**src/rtl/elevator_game_ctrl.sv**
```systemverilog
// Game-phase sequencer for the three-platform elevator scroller: tick divider, jump/land/death
// sequencing and score. Optional pause feature enabled by defining ELEVATOR_PAUSE_EN.
module elevator_game_ctrl #(
    parameter int unsigned TICK_DIV   = 4,
    parameter int unsigned JUMP_STEPS = 2,
    parameter int unsigned LAND_TOL   = 1
) (
    input  logic       clk,
    input  logic       reset,
    input  logic       start,
    input  logic       jump,
    input  logic       left,
    input  logic       right,
    input  logic       pause,
    input  logic [3:0] E1_Y,
    input  logic [3:0] E2_Y,
    input  logic [3:0] E3_Y,
    output logic [1:0] state,
    output logic [1:0] elev_state,
    output logic [1:0] player_lane,
    output logic [3:0] player_y,
    output logic [7:0] score
);

    localparam int unsigned   TW        = (TICK_DIV > 1) ? $clog2(TICK_DIV) : 1;
    localparam int unsigned   JW        = $clog2(JUMP_STEPS + 1);
    localparam logic [TW-1:0] TICK_LAST = TW'(TICK_DIV - 1);
    localparam logic [JW-1:0] JUMP_INIT = JW'(JUMP_STEPS);
    localparam logic [3:0]    TOL       = 4'(LAND_TOL);

    typedef enum logic [1:0] {
        StStop = 2'b00,
        StMove = 2'b01,
        StElev = 2'b10,
        StDie  = 2'b11
    } state_t;

    state_t        r_state;
    logic [1:0]    r_lane;
    logic [3:0]    r_player_y;
    logic [7:0]    r_score;
    logic [TW-1:0] r_tick;
    logic [JW-1:0] r_jcnt;
    logic          r_start_d, r_jump_d, r_left_d, r_right_d;

    logic          w_active, w_paused, w_step;
    logic          w_start_e, w_jump_e, w_left_e, w_right_e;
    logic          w_in_elev, w_land_ok;
    logic [JW-1:0] w_jcnt_eff;
    logic [3:0]    w_lane_y, w_lane_y_inc, w_dist;
    logic [7:0]    w_score_inc;

    assign w_active = (r_state == StMove) || (r_state == StElev);

`ifdef ELEVATOR_PAUSE_EN
    logic r_pause_d, r_paused;

    always_ff @(posedge clk or posedge reset) begin
        if (reset) begin
            r_pause_d <= 1'b0;
            r_paused  <= 1'b0;
        end else begin
            r_pause_d <= pause;
            // Leaving the active phases always clears the flag.
            if (!w_active)               r_paused <= 1'b0;
            else if (pause && !r_pause_d) r_paused <= ~r_paused;
        end
    end

    assign w_paused = r_paused && w_active;
`else
    logic w_unused_pause;
    assign w_unused_pause = pause;
    assign w_paused       = 1'b0;
`endif

    assign w_start_e = start & ~r_start_d & ~w_paused;
    assign w_jump_e  = jump  & ~r_jump_d  & ~w_paused;
    assign w_left_e  = left  & ~r_left_d  & ~w_paused;
    assign w_right_e = right & ~r_right_d & ~w_paused;

    assign w_step     = w_active && !w_paused && (r_tick == TICK_LAST);
    assign elev_state = w_step ? r_state : StStop;

    always_comb begin
        w_lane_y = E3_Y;
        case (r_lane)
            2'd0:    w_lane_y = E1_Y;
            2'd1:    w_lane_y = E2_Y;
            default: w_lane_y = E3_Y;
        endcase
    end

    assign w_lane_y_inc = (w_lane_y == 4'd11) ? 4'd0 : w_lane_y + 4'd1;
    assign w_dist       = (w_lane_y >= r_player_y) ? w_lane_y - r_player_y
                                                   : r_player_y - w_lane_y;
    assign w_land_ok    = (w_dist <= TOL);
    assign w_score_inc  = (r_score == 8'hFF) ? r_score : r_score + 8'd1;

    // A jump edge on a step cycle turns that step into the first Elevation step.
    assign w_in_elev  = (r_state == StElev) || ((r_state == StMove) && w_jump_e);
    assign w_jcnt_eff = (r_state == StMove) ? JUMP_INIT : r_jcnt;

    always_ff @(posedge clk or posedge reset) begin
        if (reset) begin
            r_state    <= StStop;
            r_lane     <= 2'd0;
            r_player_y <= 4'd0;
            r_score    <= 8'd0;
            r_tick     <= '0;
            r_jcnt     <= '0;
            r_start_d  <= 1'b0;
            r_jump_d   <= 1'b0;
            r_left_d   <= 1'b0;
            r_right_d  <= 1'b0;
        end else begin
            r_start_d <= start;
            r_jump_d  <= jump;
            r_left_d  <= left;
            r_right_d <= right;

            if (w_active && !w_paused) r_tick <= w_step ? '0 : r_tick + TW'(1);

            case (r_state)
                StStop, StDie: begin
                    if (w_start_e) begin
                        r_state    <= StMove;
                        r_lane     <= 2'd0;
                        r_player_y <= E1_Y;
                        r_score    <= 8'd0;
                        r_tick     <= '0;
                        r_jcnt     <= '0;
                    end
                end
                default: begin
                    if (r_state == StElev && (w_left_e ^ w_right_e)) begin
                        if (w_left_e && r_lane != 2'd0)  r_lane <= r_lane - 2'd1;
                        if (w_right_e && r_lane != 2'd2) r_lane <= r_lane + 2'd1;
                    end
                    if (w_step) begin
                        if (w_in_elev) begin
                            r_jcnt <= w_jcnt_eff - JW'(1);
                            if (w_jcnt_eff == JW'(1)) begin
                                if (w_land_ok) begin
                                    r_state    <= StMove;
                                    r_player_y <= w_lane_y_inc;
                                    r_score    <= w_score_inc;
                                end else begin
                                    r_state <= StDie;
                                end
                            end else begin
                                r_state <= StElev;
                                r_score <= w_score_inc;
                            end
                        end else if (w_lane_y == 4'd11) begin
                            r_state <= StDie;
                        end else begin
                            r_player_y <= w_lane_y_inc;
                            r_score    <= w_score_inc;
                        end
                    end else if (r_state == StMove && w_jump_e) begin
                        r_state <= StElev;
                        r_jcnt  <= JUMP_INIT;
                    end
                end
            endcase
        end
    end

    assign state       = r_state;
    assign player_lane = r_lane;
    assign player_y    = r_player_y;
    assign score       = r_score;

endmodule

```
**config.mk**
```make
export PLATFORM = sky130hd
export DESIGN_NAME = elevator_game_ctrl
export DESIGN_NICKNAME = d
export VERILOG_FILES = /design/src/rtl/elevator_game_ctrl.sv
export SDC_FILE = /design/constraint.sdc
export NUM_CORES = 1
export LEC_CHECK = 0
export CAP_MARGIN = 20
export CORE_MARGIN = 5
export CORE_UTILIZATION = 54
export CTS_BUF_LIST = sky130_fd_sc_hd__clkbuf_8
export CTS_CLUSTER_DIAMETER = 50
export CTS_CLUSTER_SIZE = 25
export DETAILED_ROUTE_END_ITERATION = 12
export GPL_TIMING_DRIVEN = 0
export PLACE_DENSITY_LB_ADDON = 0.05
export REMOVE_ABC_BUFFERS = 1
export SKIP_CTS_REPAIR_TIMING = 1
export SLEW_MARGIN = 30
export SYNTH_ARGS = -nofsm -noshare
export SYNTH_HDL_FRONTEND = slang
export SYNTH_SLANG_ARGS = --single-unit
```
**constraint.sdc**
```tcl
create_clock -name clk -period 4 [get_ports clk]
set_input_delay 0.8 -clock clk [delete_from_list [all_inputs] [get_ports clk]]
set_output_delay 0.8 -clock clk [all_outputs]
set_load 0.005 [all_outputs]
```
Word level (Yosys, flattened, before mapping)
Index checks and enable logic that the tools add are counted.
{"block": "op_classes", "reduce_logical": 20, "n_bitwise": 9, "n_lt_le_gt_ge": 2, "n_addsub": 8, "mux": 40, "eq_ne": 16}
{"operator": "$mux W8", "n": 8}
{"operator": "$mux W2", "n": 22}
{"operator": "$mux W4", "n": 9}
{"operator": "$ne A3 B1 Y1 const B", "n": 3}
{"operator": "$reduce_and A3 Y1", "n": 3}
{"operator": "$add A8 B1 Y8 const B", "n": 1}
{"operator": "$eq A8 B8 Y1 const B", "n": 1}
{"operator": "$pmux W4 S2", "n": 1}
{"operator": "$sub A4 B4 Y4", "n": 2}
{"operator": "$eq A2 B1 Y1 const B", "n": 3}
{"operator": "$eq A2 B2 Y1 const B", "n": 3}
{"operator": "$reduce_bool A2 Y1", "n": 3}
{"operator": "$reduce_bool A3 Y1", "n": 2}
{"operator": "$logic_and A1 B1 Y1", "n": 5}
{"operator": "$reduce_and A5 Y1", "n": 1}
{"operator": "$add A2 B1 Y2 const B", "n": 2}
{"operator": "$add A4 B1 Y4 const B", "n": 1}
{"operator": "$and A1 B1 Y1", "n": 4}
{"operator": "$eq A4 B4 Y1 const B", "n": 1}
{"operator": "$ge A4 B4 Y1", "n": 1}
{"operator": "$le A4 B1 Y1 const B", "n": 1}
{"operator": "$logic_not A2 Y1", "n": 2}
{"operator": "$ne A2 B2 Y1 const B", "n": 2}
{"operator": "$ne A4 B1 Y1 const B", "n": 1}
{"operator": "other kinds (8)", "n": 13}
{"block": "totals", "output_inout_bits": 18, "reg_bits": 24, "word_cells": 105, "inputBits": 19}

Longest topological paths before layout
{"block": "logic_depth", "depth_word": 10, "ltp_mapped": 15}

Least setup slack after synthesis
No wires, ideal clock.
{"block": "synth_path", "path_kind": "input port to flip-flop", "from": "in E1_Y[1]", "to": "reg r_score[3], in the netlist score[3]", "slack_ns": 0.806, "stages": 11, "arrival_time_ns": 3.094, "cell_sequence": "a22o_1 -> a21oi_1 -> inv_1 -> fa_1 -> xor2_2 -> nor3_1 -> mux2_4 -> mux2_4 -> o21ai_4 -> nor2b_2 -> o311ai_2"}
{"block": "synth_via", "elab_chain_cells": 6}
{"element": "start, declared", "line": "15", "rtl": "input logic [3:0] E1_Y,"}
{"element": "$pmux W4 S2 (*)", "line": "87", "rtl": "case (r_lane)"}
{"element": "$sub A4 B4 Y4, or another cell as far along", "line": "96", "rtl": ": r_player_y - w_lane_y;"}
{"element": "$mux W4", "line": "95", "rtl": "assign w_dist = (w_lane_y >= r_player_y) ? w_lane_y - r_player_y"}
{"element": "$le A4 B1 Y1", "line": "97", "rtl": "assign w_land_ok = (w_dist <= TOL);"}
{"element": "$ne A4 B3 Y1 (no line)"}
{"element": "$reduce_and A4 Y1 (no line) (*)"}
{"element": "end signal, assigned", "line": "147", "rtl": "r_score <= w_score_inc;"}
{"element": "end signal, assigned", "line": "153", "rtl": "r_score <= w_score_inc;"}
{"element": "end signal, assigned", "line": "159", "rtl": "r_score <= w_score_inc;"}
{"element": "end, declared", "line": "41", "rtl": "logic [7:0] r_score;"}
Every way passes the cells marked *; elsewhere a longest branch is shown, timed or not.
A chain may end at the register's enable or synchronous reset.

Worst setup path in the final report
Same ends and word-level chain as after synthesis.

==> metrics <==
combinational cell fraction of total power 71.6%; cell family with the largest share of critical-path delay compound AO/OA/AOI/OAI gates; Hold WC Path Type flop to flop; largest cells by area after synthesis sky130_fd_sc_hd__dfrtp_1 31%, sky130_fd_sc_hd__ha_1 10%, sky130_fd_sc_hd__nand2_1 4.1%; power dissipated by switching net loads 947 uW; crit path capture type flop; share of synthesized flip-flops with an asynchronous set or reset 100%; power per unit of standard cell area 879 nW/um^2; IR Drop Worst-Case VDD 0.650 mV; overall die height 69.6 um; most used cell along the critical path sky130_fd_sc_hd__mux2_4; dominant cell type by area after synthesis sky130_fd_sc_hd__dfrtp_1; Syn-to-layout area delta 22.3%; highest metal layer with signal wires met4; routability cong. 0.844; sum of overflow across all layers after global routing 0; Starting DRT DRC Count 114; pin count of the biggest net entering global routing 31; clock latency of the later-clocked register in the worst-skew pair 270 ps; number of remaining DRC errors 0; post-detailed-route count of antenna-violating nets 0; Clock Root Buffer sky130_fd_sc_hd__clkbuf_8; placeable core region 3390 um^2; Post-synth EDFFs 0; detailed-route via count 1609; clk sinks 24; first-pass GRT wire length 6920 um; clock-pin slew on the worst setup and hold paths 90 ps; number of antenna violations at the first check in global routing 0; final hold violation count 0; end of the worst register-to-register path score[3]; fraction of layout cells with a size suffix above 1 9.84%; required time reported for the critical path endpoint 4170 ps; WL per Instance 14.0 um; sequential cell area fraction in the yosys report 31.3%; most common flop cell mapped by yosys sky130_fd_sc_hd__dfrtp_1; type of the setup path with the least slack input pin to flop; capturing element of the worst setup path score[3]; standard-cell row count 21; P_leak 1.05 nW; Chip Width 69.6 um; synthesized area per cell 9.04 um^2; Achievable Freq 274 MHz; most repeated cell in the gate-level netlist after synthesis sky130_fd_sc_hd__dfrtp_1; number of inserted diodes 0; average via count per standard cell 5.55; number of cells on the worst hold path 1; instance count on the critical path 12; sequence of cells on the critical path clkdlybuf4s50_1 > a22o_1 > a21oi_1 > inv_1 > fa_1 > xor2_2 > nor3_1 > mux2_4 > mux2_4 > o21ai_4 > nor2b_2 > o311ai_2; area share of the leading cell type in the synthesized netlist 31.3%; most instantiated cells after synthesis 24 x sky130_fd_sc_hd__dfrtp_1, 21 x sky130_fd_sc_hd__nand2_1, 20 x sky130_fd_sc_hd__inv_1, 17 x sky130_fd_sc_hd__nor2_1, 16 x sky130_fd_sc_hd__ha_1; number of buffer and inverter stages on the critical path 2; met2 routed WL 2050 um; worst setup slack for register-to-register paths 550 ps; number of clock buffers inserted by TritonCTS 3; IO Pins 37; Detail Route met3 WL 132 um; distinct cell type count of the synthesized netlist 53; count of nets after finishing 282; max-cap violations 0; Crit Path Max Fanout 6; overall power after layout 2.06 mW; headroom to the max-slew limit 38.4%; cells on worst reg2reg path 13; beginning of the critical path E1_Y[1]; nature of the critical path startpoint input pin; outcome finished clean; minimum clock period after layout 3660 ps; final HPWL from detailed placement 3220 um; via count of the first global-routing pass 1576; Worst Tran Pin Value 925 ps; area enclosed by the die boundary 4840 um^2; Initial Utilization 56.6%; share of power burned in registers 20.1%; number of buffer cells added on primary ports 35; post-route clock period utilization 91.4%; Crit path largest cell delay 480 ps; synthesis warning total 0; wire length on met1 1850 um; RSZ-0062 raised after global routing false; aggregate routed wire length 4050 um; clock tree from TritonCTS built; worst-case clock skew 4.69 ps; final instance area 2340 um^2; CTS H-Tree Depth 1; total standard cell area after synthesis 1920 um^2; beginning of the worst register-to-register path player_lane[0]; synthesized instance count 212; summed negative setup slack over all endpoints 0 ps; total of endpoints with negative setup slack in the final report 0; Clock Power Share 8.3%; arrival time at the worst endpoint 3830 ps; net switching fraction of the power 46.0%; cell at the slowest stage of the critical path sky130_fd_sc_hd__fa_1; global-route usage over all layers 16.9%; #FFs+latches synth 24; Pre-antenna DRT Iters 4; area of placed instances 2290 um^2; Int Power 1.11 mW; number of max-slew violations in the final report 0; number of buffers on the longest clock path 2
==> flip-flops by register name (all words and copies together) (netlist names) <==
register and count:
r_jcnt 2, score 8, player_y 4, state 2
r_left_d 1, player_lane 2, r_jump_d 1, r_right_d 1
r_start_d 1, r_tick 2
==> worst register-to-register path, stage by stage (launching register included) <==
cell and delay, ps:
sky130_fd_sc_hd__dfrtp_1 410, sky130_fd_sc_hd__inv_1 90, sky130_fd_sc_hd__ha_1 280, sky130_fd_sc_hd__a22o_1 230, sky130_fd_sc_hd__a21oi_1 360, sky130_fd_sc_hd__inv_1 180
sky130_fd_sc_hd__fa_1 480, sky130_fd_sc_hd__xor2_2 190, sky130_fd_sc_hd__nor3_1 60, sky130_fd_sc_hd__mux2_4 290, sky130_fd_sc_hd__mux2_4 290, sky130_fd_sc_hd__o21ai_4 250
sky130_fd_sc_hd__nor2b_2 70, sky130_fd_sc_hd__o311ai_2 200
==> layout by cell type (no fill, tap or decap), types with 4 or more instances in the layout <==
master	instances
sky130_fd_sc_hd__a21oi_1	9
sky130_fd_sc_hd__a22o_1	4
sky130_fd_sc_hd__and3_1	4
sky130_fd_sc_hd__clkbuf_8	4
sky130_fd_sc_hd__clkdlybuf4s50_1	35
sky130_fd_sc_hd__dfrtp_1	24
sky130_fd_sc_hd__ha_1	16
sky130_fd_sc_hd__inv_1	19
sky130_fd_sc_hd__mux2i_1	7
sky130_fd_sc_hd__nand2_1	21
sky130_fd_sc_hd__nand3_1	9
sky130_fd_sc_hd__nand4_1	4
sky130_fd_sc_hd__nor2_1	17
sky130_fd_sc_hd__nor3_1	5
sky130_fd_sc_hd__o21ai_0	6
sky130_fd_sc_hd__o31ai_1	5
==> logic make-up after synthesis <==
family | Yosys count | share of synthesized area, %
AND/OR/NAND/NOR | 81 | 21.9
AO/OA/AOI/OAI | 47 | 19.0
buffers and inverters | 28 | 5.94
flip-flops | 24 | 31.3
adder cells (fa/ha/maj) | 18 | 12.5
multiplexers | 11 | 7.18
XOR/XNOR | 3 | 2.15
==> area by class of cell <==
cell class / count / area [um^2]
Sequential cell: 24 / 601
Tap cell: 46 / 57.6
Clock buffer: 4 / 55.1
Multi-Input combinational cell: 160 / 1200
Inverter: 21 / 78.8
Fill cell: 269 / 1040
Timing Repair Buffer: 35 / 350
==> power groups by stage <==
stage	Combinational, mW	Clock, mW	Sequential, mW
6_report	1.48	0.171	0.413
5_1_grt	1.65	0.184	0.429
3_3_place_gp	1.44	0	0.411
2_1_floorplan	1.12	0	0.410
4_1_cts	1.50	0.171	0.414
3_5_place_dp	1.49	0	0.420
==> stage by stage <==
stage | util, % | std cells | setup WS, ps | hold slack (ps)
after floorplan | - | 205 | 805 | 463
after global placement | 67.6 | 286 | 122 | 478
after detailed placement | 67.6 | 286 | 40.2 | 489
after CTS | 69.2 | 290 | 320 | 507
after global routing | 69.2 | 290 | 230 | 538
final | 69.2 | 290 | 345 | 498
==> worst min path at each step <==
stage          slack, ps        end       from
6_report             500  r_tick[0]  r_tick[0]
5_1_grt              540  r_tick[0]  r_tick[0]
4_1_cts              510  r_tick[0]  r_tick[0]
3_5_place_dp         490  r_tick[0]  r_tick[0]
3_3_place_gp         480  r_tick[0]  r_tick[0]
2_1_floorplan        460  r_tick[0]  r_tick[0]
==> routing by layer <==
layer,global-route usage (%),up-vias
met3,2.32,4
met2,30.8,30
met1,21.2,768
met5,0,-
li1,-,807
met4,3.04,0
(Power assumes the default switching activity.)
